--- src/rtl/smash_lane_arbiter.sv ---
// Round-robin output-lane arbiter for the SMASH NoC router: five requesters share
// one lane, and the winning flit is held in a single-entry valid/ready output register.
module smash_lane_arbiter #(
  parameter int ADDR_SIZE = 4,
  parameter int DATA_SIZE = 32,
  localparam int FLIT_W = 2 * ADDR_SIZE + DATA_SIZE
) (
  input  logic                  i_clk,
  input  logic                  i_rst,
  input  logic [4:0]            i_req,
  input  logic [5*FLIT_W-1:0]   i_flits,
  output logic [4:0]            o_grant,
  output logic                  o_valid,
  output logic [FLIT_W-1:0]     o_flit,
  output logic [2:0]            o_src_dir,
  input  logic                  i_ready,
  input  logic                  i_clr_cnt,
  output logic [15:0]           o_flit_cnt
);

  logic [2:0]        ptr_q, ptr_d;
  logic              valid_q, valid_d;
  logic [FLIT_W-1:0] flit_q, flit_d;
  logic [2:0]        src_q, src_d;
  logic [15:0]       cnt_q, cnt_d;

  logic [2:0]        ptr_eff_s;
  logic [3:0]        sum_s;
  logic [2:0]        idx_s;
  logic              found_s;
  logic [2:0]        win_s;
  logic              can_accept_s;
  logic              granted_s;
  logic [4:0]        grant_s;
  logic [FLIT_W-1:0] win_flit_s;

  // Rotating priority search starting at the pointer; out-of-range pointers act as 0.
  always_comb begin
    ptr_eff_s = (ptr_q > 3'd4) ? 3'd0 : ptr_q;
    found_s   = 1'b0;
    win_s     = 3'd0;
    sum_s     = 4'd0;
    idx_s     = 3'd0;
    for (int i = 0; i < 5; i++) begin
      sum_s   = {1'b0, ptr_eff_s} + 4'(i);
      idx_s   = (sum_s >= 4'd5) ? 3'(sum_s - 4'd5) : sum_s[2:0];
      win_s   = (!found_s && i_req[idx_s]) ? idx_s : win_s;
      found_s = found_s | i_req[idx_s];
    end
    can_accept_s = !valid_q || i_ready;
    granted_s    = i_rst && can_accept_s && found_s;
    grant_s      = granted_s ? (5'b00001 << win_s) : 5'b00000;
  end

  always_comb begin
    case (win_s)
      3'd0:    win_flit_s = i_flits[0*FLIT_W +: FLIT_W];
      3'd1:    win_flit_s = i_flits[1*FLIT_W +: FLIT_W];
      3'd2:    win_flit_s = i_flits[2*FLIT_W +: FLIT_W];
      3'd3:    win_flit_s = i_flits[3*FLIT_W +: FLIT_W];
      3'd4:    win_flit_s = i_flits[4*FLIT_W +: FLIT_W];
      default: win_flit_s = '0;
    endcase
  end

  // Output register load/pop, pointer advance and saturating grant counter.
  always_comb begin
    ptr_d   = ptr_q;
    valid_d = valid_q;
    flit_d  = flit_q;
    src_d   = src_q;
    cnt_d   = cnt_q;
    if (granted_s) begin
      flit_d  = win_flit_s;
      src_d   = win_s;
      valid_d = 1'b1;
      ptr_d   = (win_s == 3'd4) ? 3'd0 : win_s + 3'd1;
    end else if (valid_q && i_ready) begin
      valid_d = 1'b0;
      src_d   = 3'd7;
    end else begin
      valid_d = valid_q;
    end
    if (i_clr_cnt) begin
      cnt_d = 16'd0;
    end else if (granted_s && (cnt_q != 16'hFFFF)) begin
      cnt_d = cnt_q + 16'd1;
    end else begin
      cnt_d = cnt_q;
    end
  end

  always_ff @(posedge i_clk) begin
    if (!i_rst) begin
      ptr_q   <= 3'd0;
      valid_q <= 1'b0;
      flit_q  <= '0;
      src_q   <= 3'd7;
      cnt_q   <= 16'd0;
    end else begin
      ptr_q   <= ptr_d;
      valid_q <= valid_d;
      flit_q  <= flit_d;
      src_q   <= src_d;
      cnt_q   <= cnt_d;
    end
  end

  assign o_grant    = grant_s;
  assign o_valid    = valid_q;
  assign o_flit     = flit_q;
  assign o_src_dir  = src_q;
  assign o_flit_cnt = cnt_q;

endmodule

--- config.mk ---
export PLATFORM = sky130hd
export DESIGN_NAME = smash_lane_arbiter
export DESIGN_NICKNAME = d
export VERILOG_FILES = /design/src/rtl/smash_lane_arbiter.sv
export SDC_FILE = /design/constraint.sdc
export NUM_CORES = 1
export LEC_CHECK = 0
export CORE_MARGIN = 3
export CORE_UTILIZATION = 40
export CTS_CLUSTER_DIAMETER = 80
export DETAILED_ROUTE_END_ITERATION = 10
export PLACE_DENSITY = 0.81
export SYNTH_ARGS = -nofsm -noshare
export SYNTH_HDL_FRONTEND = slang
export SYNTH_SLANG_ARGS = --single-unit
--- constraint.sdc ---
create_clock -name i_clk -period 6.35 [get_ports i_clk]
set_input_delay 1.5875 -clock i_clk [delete_from_list [all_inputs] [get_ports i_clk]]
set_output_delay 1.5875 -clock i_clk [all_outputs]
set_load 0.05 [all_outputs]
==> metrics <==
outcome=finished, final reports clean; CP Max Fanout=7; port bufs=273; Yosys warnings=0; crit path kind=in -> out; drt total wl=22.65 mm; post-route core utilization=67.48%; Worst EP arrival=4670 ps; sw frac=54.34%; Mean Syn Cell Area=7.560 um^2; min-delay src=o_src_dir[2]; drt first-iter violations=552; standard-cell rows=40; setup TNS=0 ps; Routed Antenna Nets=0; Max H-tree Level=3; post-synthesis sequential area ratio=25.20%; P_sw=2.433 mW; cts bufs inserted=9; Starting Density=41.32%; ys flop type=dfxtp_1; slew at the pin with the worst max-slew slack=658.8 ps; number of synthesized flops with an enable pin=0; Critical Path Start=i_req[0]; Clock Sinks=63; GR Overflow Total=0; Die Ht=117.9 um; fin cells=1074; DP Wirelength=16.54 mm; r2r setup slk=1520 ps; Mapped Cells=662; fin. max-slew vios=0; share of cells above drive strength 1=7.854%; startpoint types=input port; slew margin rel.=55.46%; largest net degree at the start of global routing=71; Final setup violation count=0; hold_buf cts=0; die width=117.9 um; Flop pwr share=13.9%; PnR worst setup slack=94.16 ps; Cell Area, Synth=5005 um^2; worst reg2reg path depth=16; Fill cells=1023; Clk pwr share=12.0%; Post-synth ARST share=0%; router iterations before antenna repair=5; Nets=1118; logic gate share of total power=74.2%; MaxCap Viol Count=0; Int Pwr=2.044 mW; per-cell routed wire length=21.09 um; Distinct cells, synth=82; I/O Pins=274; worst path required time=4760 ps; Final Hold Viols=0; clock latency on the worst-skew pair=330 ps; pwr dens=547.7 nW/um^2; pre-CTS setup slack=150.4 ps; syn_nets=880; Leakage=3.097 nW; worst r2r src=ptr_q[2]; GR Util All Layers=31.06%; worst vdd ir=349.0 uV; full die area=13890 um^2; maximum root-to-sink buffer count=2; CTS root buffer=clkbuf_16; final setup skew=6.207 ps; initial antenna violation count=1; fin crit share=98.52%; Final min period=6256 ps; synthesized flop and latch total=63; crit end category=output port; clock-pin slew on the worst setup and hold paths=60 ps; RSZ-0062 raised after global routing=no; vias per std cell=5.984; WHS Path Cells=2; Area Growth Syn to Fin=63.30%; Fmax=159.9 MHz; Tightest Hold Check Type=reg -> reg; vias in the first global route=6112; Placed Instances=1057; vias=6427; CTS tree=yes; total power=4.476 mW; Residual DRC=0; first-pass GRT wire length=34.76 mm; gp weighted congestion=0.9493; Core Box Area=12110 um^2
[power groups by stage]
stage          clock network (mW)  logic [mW]  registers, mW
5_1_grt                     0.557        3.55          0.637
6_report                    0.535        3.32          0.621
2_1_floorplan                   0        1.82           1.06
3_5_place_dp                    0        3.25          0.623
4_1_cts                     0.540        3.27          0.619
3_3_place_gp                    0        3.18          0.618
[layout make-up]
class | instances | area (um^2) | share of cell area (%)
multi-input cells | 522 | 3427 | 41.93
repair buffers | 290 | 2898 | 35.46
flip-flops and latches | 63 | 1262 | 15.45
clock buffers | 11 | 242.7 | 2.970
well taps | 168 | 210.2 | 2.572
clock inverters | 4 | 70.07 | 0.8573
inverters | 14 | 57.56 | 0.7042
diodes | 2 | 5.005 | 0.06124
[registers in the layout, summed over array words and instances, names as in the netlist]
name and count:
o_flit 40, o_flit_cnt 16, o_src_dir 3, ptr_q 3, o_valid 1
[through the flow]
| stage | cell area [um^2] | hold WS (ps) |
|---|---|---|
| 2_1_floorplan | 5005 | 738.3 |
| 3_3_place_gp | 7854 | 455.3 |
| 3_5_place_dp | 7854 | 480.7 |
| 4_1_cts | 8167 | 491.1 |
| 5_1_grt | 8170 | 511.3 |
| 6_report | 8173 | 495.3 |
[critical path, stage by stage]
cell and delay (ps):
clkdlybuf4s50_1 610, nand2b_1 140, mux4_2 230, nor2_1 40, nor4_2 510, nor2_2 140
and2_1 200, o32ai_1 340, and2_1 210, inv_1 80, ha_1 220, and3_1 160
buf_4 190
[worst paths after layout]
| path | to |
|---|---|
| worst max-delay path | o_grant[3] |
| worst min-delay path | o_src_dir[2] |
| worst max register to register | o_flit[33] |
| worst min register to register | o_src_dir[2] |
[cell usage in the layout (no fill, tap or decap), drive strengths merged, types with 10 or more instances in the layout]
master / n
dfxtp: 63
a21boi: 43
o21ai: 93
nor2: 31
clkbuf: 11
inv: 13
nand2b: 11
and3: 45
a21oi: 23
a221oi: 40
xor2: 10
buf: 22
a31oi: 40
clkdlybuf4s50: 268
nand2: 66
[metal layers]
metal / vias up / GRT usage [%] / routed length (um)
met3: 39 / 9.659 / 2320
li1: 2994 / - / -
met5: - / 0 / 0
met4: 0 / 9.744 / 533
met2: 372 / 52.10 / 10970
met1: 3022 / 38.03 / 8832
[Yosys cell counts (3+ instances only)]
| cell type | count | share of area [%] |
|---|---|---|
| a211o_1 | 6 | 1.0 |
| buf_6 | 4 | 0.90 |
| xor2_1 | 10 | 1.7 |
| and3b_1 | 3 | 0.53 |
| nand3_1 | 9 | 0.90 |
| clkbuf_1 | 33 | 2.5 |
| a31oi_1 | 40 | 5.0 |
| nand2_1 | 65 | 4.9 |
| o22ai_1 | 3 | 0.38 |
| o21ai_0 | 67 | 6.7 |
| xnor2_1 | 4 | 0.70 |
| o21ai_1 | 24 | 2.4 |
| nor2_1 | 30 | 2.3 |
| mux2i_1 | 8 | 1.6 |
| o32ai_1 | 3 | 0.53 |
| inv_1 | 12 | 0.90 |
| a221oi_1 | 40 | 7.0 |
| or3_1 | 4 | 0.50 |
| a21oi_1 | 21 | 2.1 |
| dfxtp_1 | 63 | 25 |
| a21boi_0 | 42 | 6.3 |
| nand2b_1 | 7 | 0.87 |
| buf_2 | 21 | 2.1 |
| nor3b_1 | 3 | 0.45 |
| and3_1 | 45 | 5.6 |
| nor3_1 | 7 | 0.70 |
| nand2b_4 | 3 | 0.83 |
| and2_1 | 3 | 0.38 |
| ha_1 | 9 | 2.3 |
| nand4_1 | 6 | 0.75 |
[what timing repair did]
action	4_1_cts	5_1_grt
gates resized for setup	0	1
setup endpoints to repair	0	2
buffers inserted	0	0
[cells by family after synthesis]
family	synth area share (%)
AO/OA/AOI/OAI	37.75
XOR/XNOR	2.450
adder cells (fa/ha/maj)	2.250
buffers and inverters	7.175
flip-flops	25.20
multiplexers	2.550
AND/OR/NAND/NOR	22.62
Power figures use the tool's default switching activity.
